$ cat config.mk
export PLATFORM = sky130hd
export DESIGN_NAME = gshare_predictor_v2
export DESIGN_NICKNAME = d
export VERILOG_FILES = /design/src/rtl/bp_pkg.sv /design/src/rtl/bp_counter_table.sv /design/src/rtl/gshare_predictor_v2.sv
export SDC_FILE = /design/constraint.sdc
export NUM_CORES = 1
export LEC_CHECK = 0
export CORE_UTILIZATION = 25
export DETAILED_ROUTE_END_ITERATION = 7
export PLACE_DENSITY = 0.44
export SLEW_MARGIN = 15
export SYNTH_ARGS = -nofsm -noshare
export SYNTH_HDL_FRONTEND = slang
export SYNTH_SLANG_ARGS = --single-unit
$ cat constraint.sdc
create_clock -name clk -period 9.2 [get_ports clk]
set_input_delay 1.38 -clock clk [delete_from_list [all_inputs] [get_ports clk]]
set_output_delay 1.38 -clock clk [all_outputs]
set_load 0.1 [all_outputs]
$ cat src/rtl/bp_pkg.sv
// Shared types and helpers for the gshare branch predictor.
// Holds the controller state encoding and the counter step function.
package bp_pkg;

  typedef enum logic {
    BP_INIT,
    BP_RUN
  } bp_state_t;

  // Saturating +/-1 on a counter of 'bits' width (bits <= 32).
  function automatic logic [31:0] sat_step(
    input logic [31:0] ctr,
    input logic        up,
    input int unsigned bits
  );
    logic [31:0] max_v;
    max_v = (bits >= 32) ? 32'hFFFF_FFFF
                         : ((32'd1 << bits) - 32'd1);
    if (up)
      return (ctr >= max_v) ? max_v : ctr + 32'd1;
    return (ctr == 32'd0) ? 32'd0 : ctr - 32'd1;
  endfunction

endpackage

$ cat src/rtl/bp_counter_table.sv
// BHT: flop array of saturating counters.
// One async read port, one sync write port (init or training).
module bp_counter_table
  import bp_pkg::*;
#(
  parameter int IDX_BITS = 8,
  parameter int CTR_BITS = 2
) (
  input  logic                clk,
  input  logic                init_en,
  input  logic [IDX_BITS-1:0] init_idx,
  input  logic                upd_en,
  input  logic [IDX_BITS-1:0] upd_idx,
  input  logic                upd_up,
  input  logic [IDX_BITS-1:0] rd_idx,
  output logic [CTR_BITS-1:0] rd_ctr
);

  localparam int SIZE = 1 << IDX_BITS;
  localparam logic [CTR_BITS-1:0] WEAK_NT =
    CTR_BITS'((1 << (CTR_BITS - 1)) - 1);

  logic [CTR_BITS-1:0] mem [SIZE];

  logic                wr_en;
  logic [IDX_BITS-1:0] wr_idx;
  logic [CTR_BITS-1:0] wr_data;

  // Read sees the pre-write value within the cycle.
  assign rd_ctr = mem[rd_idx];

  // Select the single write: init fill or a trained counter.
  always_comb begin
    wr_en   = 1'b0;
    wr_idx  = '0;
    wr_data = '0;
    unique case (1'b1)
      init_en: begin
        wr_en   = 1'b1;
        wr_idx  = init_idx;
        wr_data = WEAK_NT;
      end
      upd_en: begin
        wr_en   = 1'b1;
        wr_idx  = upd_idx;
        wr_data = CTR_BITS'(sat_step(
          32'(mem[upd_idx]), upd_up, CTR_BITS));
      end
      default: ;
    endcase
  end

  // Counter storage; contents are defined by the init sweep.
  always_ff @(posedge clk) begin
    if (wr_en)
      mem[wr_idx] <= wr_data;
  end

endmodule

$ cat src/rtl/gshare_predictor_v2.sv
// gshare direction predictor: IF-side lookup, EX-side training.
// Speculative GHR with snapshot repair on mispredict.
module gshare_predictor_v2
  import bp_pkg::*;
#(
  parameter int IDX_BITS = 8,
  parameter int GHR_BITS = 8,
  parameter int CTR_BITS = 2,
  parameter int PC_SHIFT = 2
) (
  input  logic                clk,
  input  logic                reset_n,
  input  logic                pred_valid,
  input  logic [31:0]         pred_pc,
  output logic                pred_taken,
  output logic [IDX_BITS-1:0] pred_idx,
  output logic [GHR_BITS-1:0] pred_ghr,
  output logic                ready,
  input  logic                upd_valid,
  input  logic [IDX_BITS-1:0] upd_idx,
  input  logic [GHR_BITS-1:0] upd_ghr,
  input  logic                upd_taken,
  input  logic                upd_mispredict,
  output logic [31:0]         mispred_cnt
);

  localparam int BHT_SIZE = 1 << IDX_BITS;

  bp_state_t           state_q;
  bp_state_t           state_d;
  logic [IDX_BITS-1:0] init_ptr;
  logic [GHR_BITS-1:0] spec_ghr;
  logic [IDX_BITS-1:0] ghr_ext;
  logic [CTR_BITS-1:0] rd_ctr;
  logic                run;
  logic                repair;
  logic                unused_bits;

  assign run    = (state_q == BP_RUN);
  assign repair = run && upd_valid && upd_mispredict;
  assign ready  = run;

  assign unused_bits = ^{pred_pc[31:IDX_BITS+PC_SHIFT],
                         pred_pc[PC_SHIFT-1:0],
                         upd_ghr[GHR_BITS-1]};

  // Zero-extend the history to the index width.
  always_comb begin
    ghr_ext = '0;
    ghr_ext[GHR_BITS-1:0] = spec_ghr;
  end

  assign pred_idx =
    pred_pc[IDX_BITS+PC_SHIFT-1:PC_SHIFT] ^ ghr_ext;
  assign pred_ghr   = spec_ghr;
  assign pred_taken = run & rd_ctr[CTR_BITS-1];

  // Controller state register.
  always_ff @(posedge clk or posedge reset_n) begin
    if (reset_n)
      state_q <= BP_INIT;
    else
      state_q <= state_d;
  end

  // Leave INIT after the last entry has been written.
  always_comb begin
    state_d = state_q;
    unique case (state_q)
      BP_INIT:
        if (init_ptr == IDX_BITS'(BHT_SIZE - 1))
          state_d = BP_RUN;
      BP_RUN: ;
      default: state_d = BP_INIT;
    endcase
  end

  // Init sweep pointer, one entry per cycle.
  always_ff @(posedge clk or posedge reset_n) begin
    if (reset_n)
      init_ptr <= '0;
    else if (!run)
      init_ptr <= init_ptr + IDX_BITS'(1);
  end

  // Speculative history; a repair beats a same-cycle shift.
  always_ff @(posedge clk or posedge reset_n) begin
    if (reset_n)
      spec_ghr <= '0;
    else if (repair)
      spec_ghr <= {upd_ghr[GHR_BITS-2:0], upd_taken};
    else if (run && pred_valid)
      spec_ghr <= {spec_ghr[GHR_BITS-2:0], pred_taken};
  end

  // Saturating mispredict statistic.
  always_ff @(posedge clk or posedge reset_n) begin
    if (reset_n)
      mispred_cnt <= '0;
    else if (repair && mispred_cnt != '1)
      mispred_cnt <= mispred_cnt + 32'd1;
  end

  bp_counter_table #(
    .IDX_BITS(IDX_BITS),
    .CTR_BITS(CTR_BITS)
  ) u_bht (
    .clk     (clk),
    .init_en (!run),
    .init_idx(init_ptr),
    .upd_en  (run && upd_valid),
    .upd_idx (upd_idx),
    .upd_up  (upd_taken),
    .rd_idx  (pred_idx),
    .rd_ctr  (rd_ctr)
  );

endmodule

# Word-level counts from Yosys, hierarchy flattened
# Memory sizes are Yosys's and may differ from the RTL's.
# Cells that the tools add are included.
dict set report totals {
  ff_bits 49
  mem_bits_rw 512
  in_bits 54
  out_inout_bits 50
  elab_cells 37
  n_memories 1
}
dict set report classes {
  addsub 4
  n_lt_le_gt_ge 1
  n_eq_ne 2
  muxes 15
  bitwise 2
  n_reduce_logical 8
}
# memory depth word_bits read_ports rd_clocked_by_memory_dff write_ports line_no
set memory_table {}
lappend memory_table {u_bht.mem 256 2 2 0 1 bp_counter_table.sv:23} ;# logic [CTR_BITS-1:0] mem [SIZE];
# op n
set op_table {}
lappend op_table {{$add A32 B1 Y32 const B} 1}
lappend op_table {{$ne A32 B32 Y1 const B} 1}
lappend op_table {{$mux W8} 2}
lappend op_table {{$pmux W8 S2} 1}
lappend op_table {{$add A8 B1 Y8 const B} 1}
lappend op_table {{$eq A8 B8 Y1 const B} 1}
lappend op_table {{$mux W2} 4}
lappend op_table {{$xor A8 B8 Y8} 1}
lappend op_table {{$mux W1} 7}
lappend op_table {{$logic_and A1 B1 Y1} 4}
lappend op_table {{$pmux W2 S2} 1}
lappend op_table {{$add A2 B1 Y2 const B} 1}
lappend op_table {{$ge A2 B2 Y1 const B} 1}
lappend op_table {{$logic_not A2 Y1} 1}
lappend op_table {{$reduce_bool A2 Y1} 1}
lappend op_table {{$reduce_or A2 Y1} 1}
lappend op_table {{$sub A2 B1 Y2 const B} 1}
lappend op_table {{$and A1 B1 Y1} 1}
lappend op_table {{$logic_not A1 Y1} 1}

# Longest topological paths before layout
# Gate-level depths: netlist of the first run.
# An unclocked memory read counts as a cell.
dict set report logic_depth {
  depth_word 6
  depth_mapped 12
}

# By module
# Synthesis of the first run repeated with hierarchy kept, for this count alone.
dict set report unflattened {
  hier_cells 1766
  hier_area_um2 28040.6
}
# module instances cells_per_inst area_per_inst_um2
set by_module_without_submodules {}
lappend by_module_without_submodules {bp_counter_table 1 1530 25518.2}
lappend by_module_without_submodules {gshare_predictor_v2 1 236 2522.4}

# Worst setup path before layout of the first run
# Ideal clock, no wire load.
dict set report synth_timing {
  path_kind {input to register}
  startpoint {input upd_idx[0]}
  endpoint {memory u_bht.mem[0][0], data pin}
  setup_ns 1.578
  arrival_ns 10.171
  required_ns 7.622
  slack_ns -2.549
  cell_stages 9
  path_buffers 3
  path_cell_list {buf_4 > buf_4 > buf_2 > mux4_2 > o22ai_1 > nor4_1 > a2111oi_0 > a41oi_1 > o2111ai_1}
}
dict set report synth_via {
  elab_chain_cells 6
  word_cells_on_any_way 10
}
# item line_no
set synth_rtl {}
lappend synth_rtl {{start: declaration} gshare_predictor_v2.sv:20} ;# input logic [IDX_BITS-1:0] upd_idx,
lappend synth_rtl {{$mem_v2 Z256 W2 *} -}
lappend synth_rtl {{$add A2 B1 Y2 or $ge A2 B2 Y1 (tied branches)} bp_pkg.sv:20} ;# return (ctr >= max_v) ? max_v : ctr + 32'd1;
lappend synth_rtl {{$mux W2} bp_pkg.sv:20}
lappend synth_rtl {{$mux W2} bp_pkg.sv:19} ;# if (up)
lappend synth_rtl {{$mux W2 *} bp_pkg.sv:21} ;# return (ctr == 32'd0) ? 32'd0 : ctr - 32'd1;
lappend synth_rtl {{$pmux W2 S2 *} bp_counter_table.sv:37} ;# unique case (1'b1)
lappend synth_rtl {{via u_bht.wr_data[0]} bp_counter_table.sv:27} ;# logic [CTR_BITS-1:0] wr_data;
lappend synth_rtl {{end: declaration} bp_counter_table.sv:23}
# The timed path passes the listed nets; every way through them passes the cells marked *. The select of a mux whose other input is x is not followed.

# Worst setup path in the final report of the first run
dict set report layout_timing {
  startpoint {input pred_pc[3]}
  endpoint {output pred_taken}
}
dict set report layout_via {
  elab_chain_cells 3
}
# item line_no
set layout_rtl {}
lappend layout_rtl {{start: declaration} gshare_predictor_v2.sv:14} ;# input logic [31:0] pred_pc,
lappend layout_rtl {{$xor A8 B8 Y8} gshare_predictor_v2.sv:54} ;# pred_pc[IDX_BITS+PC_SHIFT-1:PC_SHIFT] ^ ghr_ext;
lappend layout_rtl {{$mem_v2 Z256 W2} -}
lappend layout_rtl {{$and A1 B1 Y1} gshare_predictor_v2.sv:56} ;# assign pred_taken = run & rd_ctr[CTR_BITS-1];
lappend layout_rtl {{end: declaration} gshare_predictor_v2.sv:15} ;# output logic pred_taken,
# No other way between the ends.

==> metrics.cfg, run 1 <==
[sta]
relSlewSlack_pct=24.6
fin_skew_ns=0.0532
rsz0062_at_grt=false
hold_viol=0
slew_viol_final=0
fin_crit_sh_pct=84.0
min_period_ns=7.73
finalSetupViolCount=0
fmax_mhz=129
fin_setup_tns_ns=0
tightest_slew_ns=1.13

[clock_tree]
cts_htree_levels=2
clock-sinks=561
clock_path_buffers=3
clockRootBuffer=clkbuf_16
post_cts.resized_instances=0
hold_buffers=0
cts.clk_slew.worst_paths_ns=0.06
cts_tree=built
cts_buffers=61
worstSkewPairLatency_ns=0.68
post_cts_buffers=0

[synth]
synth_area_leaders=edfxtp_1 60%, mux4_2 13%, dfrtp_1 4.8%, nor2_1 4.3%, mux2i_1 3.7%
ys_seq_area_share_pct=65.2
syn-cell-area_um2=25500
synth_nets=1750
synthCells=1694
ys_seq_elements=561
synth_top_area_share_pct=60.4
synth_top_flop_cell=edfxtp_1
synth_edf_count=512
synth_top_area_cell=edfxtp_1
ys_types=57
ys_warn_count=0
synth_area_per_cell_um2=15.0
synthArstFlopShare_pct=8.73

[floorplan]
ios=104
die_area_um2=103000
start_util_pct=25.3
die_w_um=321
coreArea_um2=101000
die_h_um=321
row_count=116

[flow_run]
maxCapViolations=0

[placed_design]
io_buffers=78
post-dp-hpwl_um=53700
gp_congestion=0.857

[detailed_routing]
drc=0
drt-total-wl_um=83700
via_per_inst=5.00
vias=16000
wl_per_cell_um=26.2
drtIter0Drc=1822
drtPass1Iterations=6
drtAntennaViolNets=0

[min_path]
hp-class=reg -> reg

[grt]
grt_max_degree=173
grt_pass1_vias=16500
antenna_found_initial=1
grt_use_total_pct=16.2
grt_pass1_wl_um=120000
overflow=0

[pwr]
powerDensity_nw_per_um2=181
vdd_ir_drop_max_v=0.000129
leakage_nw=8.02

[final_layout]
final_common_cell=edfxtp_1
final_util_pct=29.8
areaGrowthSynthToFinish_pct=17.6
layout_common_cells=512 x edfxtp_1, 286 x nor2_1, 150 x mux4_2, 144 x nand2_1, 95 x mux2i_1
nets=1842
drive_gt1_share_pct=17.5
diodes=0

[outcome]
status=finished clean

[worst_setup_path]
cp.required_ns=7.82
cp.arrival_ns=6.35
end_kind=output pin
slowest_delay_ns=1.05
critPathSlowestCell=clkdlybuf4s50_1
path_class=in -> out
critPathLaunchType=input pin
path_cells=clkdlybuf4s50_1 -> xnor2_1 -> inv_2 -> buf_4 -> mux4_2 -> mux4_2 -> mux2i_1 -> nor3_1 -> nor4_2 -> nor3_1 -> clkdlybuf4s50_1
critical_path_peak_fanout=14

area by class of cell:
class	instances	area, um^2
flip-flops and latches	561	16600
fillers	10100	70600
clock inverters	39	374
repair buffers	134	1240
well taps	1357	1700
inverters	12	47.5
clock buffers	75	1580
multi-input cells	1016	8410
synthesized netlist by cell type (3+ instances only):
master	instances
buf_1	10
mux2i_1	95
a22o_1	7
inv_2	3
nor3_1	13
mux4_2	150
edfxtp_1	512
and4_1	6
nand2b_1	6
a32oi_1	7
a2111oi_0	3
o211ai_1	5
a311oi_1	4
xnor2_1	32
o31ai_1	6
a211oi_1	5
nor2_1	289
a21oi_1	16
nand4b_1	3
and2_1	4
inv_1	6
buf_4	16
o22ai_1	17
dfrtp_1	49
clkbuf_1	66
xor2_1	13
buf_2	11
nand2_1	150
nor2b_1	4
a41oi_1	3
o22a_1	3
a221oi_1	13
mux2_2	6
o32ai_1	3
nand3_1	51
o21ai_0	16
a22oi_1	40
nor4_1	4
and3_1	7
a31oi_1	3
nand4_1	16
critical path: cells and delay by family:
kind | cells | cell delay (ns)
XOR/XNOR | 1 | 0.65
buffers and inverters | 4 | 2.29
multiplexers | 3 | 1.19
AND/OR/NAND/NOR | 3 | 0.83
sequential cells by signal (all words and copies together) (netlist names):
name,cells
mispred_cnt,32
pred_ghr,8
u_bht.mem,512
ready,1
init_ptr,8
final timing paths:
path                                        from                 to  slack, ns  cells after the start
max in group asynchronous                reset_n        init_ptr[3]       7.44                      3
worst max-delay path                  pred_pc[3]         pred_taken       1.47                     11
min in group asynchronous                reset_n        init_ptr[5]       1.26                      3
worst min-delay path             mispred_cnt[18]    mispred_cnt[18]       0.48                      1
worst max register to register  u_bht.mem[18][0]  u_bht.mem[148][0]       4.99                     10
worst min register to register   mispred_cnt[18]    mispred_cnt[18]       0.48                      1
per-layer routing:
metal	global-route usage [%]	vias to the layer above	part of all wire [%]
met1	22.3	8359	44
met3	2.99	129	7.2
met2	25.7	666	46
met4	4.97	0	2.8
met5	0	-	0
li1	-	6802	-
logic make-up after synthesis:
kind of cell             count (synthesis)  synth area share, %
flip-flops                             561                 65.2
AND/OR/NAND/NOR                        559                 9.24
adder cells (fa/ha/maj)                  2               0.0982
buffers and inverters                  117                 2.08
AO/OA/AOI/OAI                          158                 4.47
XOR/XNOR                                46                 1.66
multiplexers                           251                 17.3
stage by stage:
step / power, W / worst slack [ns] / hold WS, ns / cells / cell area [um^2]
4_1_cts: 0.00548 / 1.61 / 0.492 / 3194 / 30000
6_report: 0.00543 / 1.47 / 0.484 / 3194 / 30000
2_1_floorplan: 0.00295 / 1.17 / 0.504 / 1694 / 25500
3_5_place_dp: 0.00306 / 1.63 / 0.484 / 3080 / 28000
3_3_place_gp: 0.00306 / 1.60 / 0.482 / 3079 / 28000
5_1_grt: 0.00559 / 1.43 / 0.511 / 3194 / 30000
power breakdown:
group	total (W)	leakage, nW	switching (W)	internal, W
Sequential	0.00274	3.91	0	0.00274
Clock	0.00243	0.936	0.00107	0.00136
Combinational	0.000264	3.18	0.000178	0.0000856
Total	0.00543	8.02	0.00124	0.00419
Note: power is estimated with default switching activity, not from simulation.
==> inputs of run 2 (changes only) <==
==> constraint.sdc (replaced) <==
create_clock -name clk -period 7.1 [get_ports clk]
set_input_delay 1.065 -clock clk [delete_from_list [all_inputs] [get_ports clk]]
set_output_delay 1.065 -clock clk [all_outputs]
set_load 0.1 [all_outputs]
==> run 2 against run 1 <==
Against the previous run: sequential cell count is the same; largest cell class unchanged; sequential power grew 30%; critical endpoint unchanged; critical path type unchanged; clock-buffer cell count grew 9; final cell count grew 0.19%; final area grew 0.78%; utilization grew 0.23 points; die area is the same; routed wire length grew 1.3%.
==> metrics.cfg, run 2 (synthesis results as in run 1) <==
[detailed_routing]
drtAntennaViolNets=0
drtPass1Iterations=5
vias=16000
drt-total-wl_um=84800
wl_per_cell_um=26.5
drc=0
drtIter0Drc=1964
via_per_inst=5.01

[final_layout]
nets=1852
drive_gt1_share_pct=18.3
layout_common_cells=512 x edfxtp_1, 288 x nor2_1, 150 x mux4_2, 139 x nand2_1, 95 x mux2i_1
fill_cells=10000
largest_reg_flops=512
regMostFlops=u_bht.mem
register_area_um2=16600
final_common_cell=edfxtp_1
areaGrowthSynthToFinish_pct=18.6
reg_top3=u_bht.mem: 512 flops, mispred_cnt: 32 flops
multi_input_area_um2=8420
diodes=0

[min_path]
hp-class=reg -> reg

[floorplan]
start_util_pct=25.3
coreArea_um2=101000
die_area_um2=103000
row_count=116
ios=104
die_h_um=321
die_w_um=321

[clock_tree]
post_cts_buffers=0
worstSkewPairLatency_ns=0.62
post_cts.resized_instances=0
cts_buffers=68
clock-sinks=561
clock_path_buffers=3
cts.clk_slew.worst_paths_ns=0.06
hold_buffers=0
cts_tree=built
cts_htree_levels=3
clockRootBuffer=clkbuf_16

[pwr]
switching_share_pct=22.2
powerDensity_nw_per_um2=241
clkPwrFrac_pct=46.3
combinationalPowerShare_pct=4.9
p_sw_w=0.00161
p_int_w=0.00566
vdd_ir_drop_max_v=0.000143
leakage_nw=8.16
seq_power_share_pct=48.9

[grt]
antenna_found_initial=3
overflow=0
grt_pass1_wl_um=121000
grt_max_degree=173
grt_use_total_pct=16.4
grt_pass1_vias=16500

[worst_setup_path]
cp.required_ns=6.03
end_kind=output pin
cp.arrival_ns=5.12
critical_path_peak_fanout=23
critPathLaunchType=input pin
r2r_slack_ns=3.13
path_class=in -> out

[sta]
hold_viol=0
min_period_ns=6.19
finalHoldWorstSlack_ns=0.490
fmax_mhz=162
fin_setup_tns_ns=0
relSlewSlack_pct=30.0
slew_viol_final=0
finalSetupViolCount=0
tightest_slew_ns=1.05
fin_skew_ns=0.0357
fin_crit_sh_pct=87.2
rsz0062_at_grt=false

[placed_design]
post-dp-hpwl_um=53000
io_buffers=78
gp_congestion=0.857

[flow_run]
maxCapViolations=0

[outcome]
status=finished clean

run 2: changes by cell type in the layout (fill, tap and decap cells not counted), moves of 3 or more:
cell | before | now
clkbuf_16 | 61 | 72
clkinv_1 | 19 | 14
nand2_1 | 144 | 139
nand2_2 | 6 | 11
clkinv_2 | 9 | 13
buf_4 | 53 | 56
clkinvlp_4 | 4 | 1
run 2: power by group through the flow:
stage          Sequential (W)  Clock, W  Combinational, W
3_5_place_dp          0.00362         0          0.000352
6_report              0.00355   0.00336          0.000353
5_1_grt               0.00355   0.00356          0.000368
2_1_floorplan         0.00362         0          0.000198
3_3_place_gp          0.00362         0          0.000353
4_1_cts               0.00355   0.00344          0.000353
run 2: path summary, 6_finish.rpt:
kind / start / end / cells past startpoint
max reg2reg: u_bht.mem[88][0] / u_bht.mem[56][0] / 9
max: pred_pc[3] / pred_taken / 11
min reg2reg: mispred_cnt[25] / mispred_cnt[25] / 1
min: mispred_cnt[25] / mispred_cnt[25] / 1
max in group asynchronous: reset_n / mispred_cnt[0] / 2
min in group asynchronous: reset_n / pred_ghr[2] / 2
run 2: layout make-up:
class	count	area share, %
Timing Repair Buffer	137	4.26
Multi-Input combinational cell	1016	27.9
Inverter	12	0.162
Sequential cell	561	55.0
Clock inverter	33	0.961
Clock buffer	84	6.12
Tap cell	1357	5.62
run 2: stage by stage:
step	utilization (%)	setup slack [ns]	std cells	total power (W)	instance area [um^2]
2_1_floorplan	-	0.296	1694	0.00382	25500
6_report	30.0	0.912	3200	0.00727	30200
4_1_cts	30.0	0.813	3200	0.00735	30200
3_5_place_dp	27.9	0.837	3083	0.00397	28100
5_1_grt	30.0	0.799	3200	0.00748	30200
3_3_place_gp	27.9	0.817	3083	0.00397	28000
run 2: per-layer routing:
| layer | routed length, um | track usage, % | vias up |
|---|---|---|---|
| met5 | 0 | 0 | - |
| met4 | 2000 | 4.16 | 0 |
| met3 | 6540 | 3.83 | 121 |
| met2 | 38400 | 25.5 | 660 |
| met1 | 37800 | 22.9 | 8414 |
| li1 | - | - | 6829 |
run 2: critical path: stages:
cell,delay [ns]
clkdlybuf4s50_1,0.41
xnor2_1,0.70
inv_2,0.48
buf_4,0.40
mux4_2,0.35
mux4_2,0.50
mux2i_1,0.28
nor3_1,0.10
nor4_2,0.40
nor3_1,0.12
buf_4,0.26
==> inputs of run 3 (changes only) <==
--- a/config.mk
+++ b/config.mk
@@ -7,8 +7,10 @@
 export LEC_CHECK = 0
 export CORE_UTILIZATION = 25
 export DETAILED_ROUTE_END_ITERATION = 7
+export HOLD_SLACK_MARGIN = 0.08
 export PLACE_DENSITY = 0.44
 export SLEW_MARGIN = 15
 export SYNTH_ARGS = -nofsm -noshare
 export SYNTH_HDL_FRONTEND = slang
 export SYNTH_SLANG_ARGS = --single-unit
+export TNS_END_PERCENT = 1
==> run 3 against run 2 <==
Against the previous run: final cell count unchanged; die area unchanged; sequential power about the same; utilization decreased by 0.096 points.
==> metrics.cfg, run 3 (synthesis results as in run 1) <==
[outcome]
status=finished clean

[detailed_routing]
via_per_inst=5.05
drtPass1Iterations=5
wl_per_cell_um=26.7
drtAntennaViolNets=0
top_layer=met5
drc=0
wl_met3_um=6240
drtIter0Drc=1683
wl_met2_um=39400
met1_length_um=37200
vias=16100
drt-total-wl_um=85300

[worst_setup_path]
critical_path_peak_fanout=22
rr_endpoint=u_bht.mem[204][0]
reg2regPathDepth=8
cp.arrival_ns=4.97
path_class=in -> out
critPathLaunchType=input pin
cp.required_ns=6.03
end_kind=output pin
regToRegStartpoint=u_bht.mem[3][0]
r2r_slack_ns=3.09

[final_layout]
reg_top3=u_bht.mem: 512 flops, mispred_cnt: 32 flops
regMostFlops=u_bht.mem
drive_gt1_share_pct=17.9
areaGrowthSynthToFinish_pct=18.2
diodes=0
layout.cells.non_filler=3200
layout_common_cells=512 x edfxtp_1, 289 x nor2_1, 150 x mux4_2, 141 x nand2_1, 95 x mux2i_1
final_common_cell=edfxtp_1
nets=1850
largest_reg_flops=512

[clock_tree]
hold_buffers=0
cts_buffers=61
cts_htree_levels=2
clock-sinks=561
post_cts_buffers=0
worstSkewPairLatency_ns=0.66
clock_path_buffers=3
clockRootBuffer=clkbuf_16
cts.clk_slew.worst_paths_ns=0.06
cts_tree=built
post_cts.resized_instances=0

[sta]
finalSetupViolCount=0
tightest_slew_ns=1.12
fin_crit_sh_pct=85.0
fmax_mhz=166
rsz0062_at_grt=false
min_period_ns=6.04
hold_viol=0
finalHoldWorstSlack_ns=0.491
fin_skew_ns=0.0324
relSlewSlack_pct=24.9
slew_viol_final=0

[placed_design]
gp_congestion=0.851
io_buffers=78
post-dp-hpwl_um=54400
placedCellCount=3088

[floorplan]
ios=104
die_w_um=321
row_count=116
coreArea_um2=101000
die_area_um2=103000
die_h_um=321
start_util_pct=25.3

[pwr]
vdd_ir_drop_max_v=0.000216
powerDensity_nw_per_um2=235
leakage_nw=8.11

[grt]
antenna_found_initial=4
overflow=0
grt_use_total_pct=16.5
grt_pass1_vias=16500
grt_pass1_wl_um=122000
grt_max_degree=161

[min_path]
whs_path_depth=1
hp-class=reg -> reg
hold_path_end=mispred_cnt[18]
hp-start=mispred_cnt[18]

[flow_run]
maxCapViolations=0

## run 3: changes by cell type in the layout (fill, tap and decap cells not counted), sizes merged
cell / before / now
buf: 62 / 67
clkbuf: 84 / 82
inv: 9 / 10
clkinvlp: 1 / 3
bufinv: 4 / 5
clkinv: 31 / 24
## run 3: cell type report
| cell class | instances | area, um^2 |
|---|---|---|
| clock buffer | 82 | 1650 |
| clock inverter | 30 | 303 |
| fill | 10000 | 70500 |
| inverter | 12 | 47.5 |
| multi-input combinational | 1016 | 8410 |
| sequential | 561 | 16600 |
| tap | 1357 | 1700 |
| timing repair buffer | 142 | 1390 |
## run 3: through the flow
| step | setup TNS (ns) | power [W] | setup WS, ns | util (%) | instance area, um^2 |
|---|---|---|---|---|---|
| after detailed placement | 0 | 0.00396 | 1.08 | 28.0 | 28100 |
| after global routing | 0 | 0.00726 | 0.983 | 29.9 | 30100 |
| final | 0 | 0.00707 | 1.06 | 29.9 | 30100 |
| after floorplan | -125.52 | 0.00382 | -0.490 | - | 25500 |
| after CTS | 0 | 0.00713 | 1.08 | 29.9 | 30100 |
| after global placement | 0 | 0.00396 | 1.11 | 28.0 | 28100 |
## run 3: worst max path at each step
stage,from,endpoint,slack (ns)
after CTS,pred_pc[2],pred_taken,1.08
final,pred_pc[3],pred_taken,1.06
after detailed placement,pred_pc[2],pred_taken,1.08
after floorplan,upd_idx[0],u_bht.mem[0][1],-0.49
after global routing,pred_pc[2],pred_taken,0.98
after global placement,pred_pc[2],pred_taken,1.11
## run 3: per-layer routing
metal	track usage (%)	up-vias
li1	-	6826
met1	22.9	8478
met3	2.76	149
met4	4.95	2
met5	0	-
met2	26.3	692
## run 3: critical path, stage by stage
cell and delay (ns):
clkdlybuf4s50_1 0.45, xnor2_1 0.49, inv_2 0.50, buf_4 0.35, mux4_2 0.27, nand2_1 0.07, a21oi_1 0.25, a311oi_1 0.08
a311oi_1 0.61, nor4_2 0.18, nor3_1 0.29, buf_4 0.35
## run 3: report_power, final
group,internal (W),switching (W),leakage [nW]
combinational,0.000113,0.000232,3.26
sequential,0.00355,0,3.91
clock,0.00180,0.00137,0.940
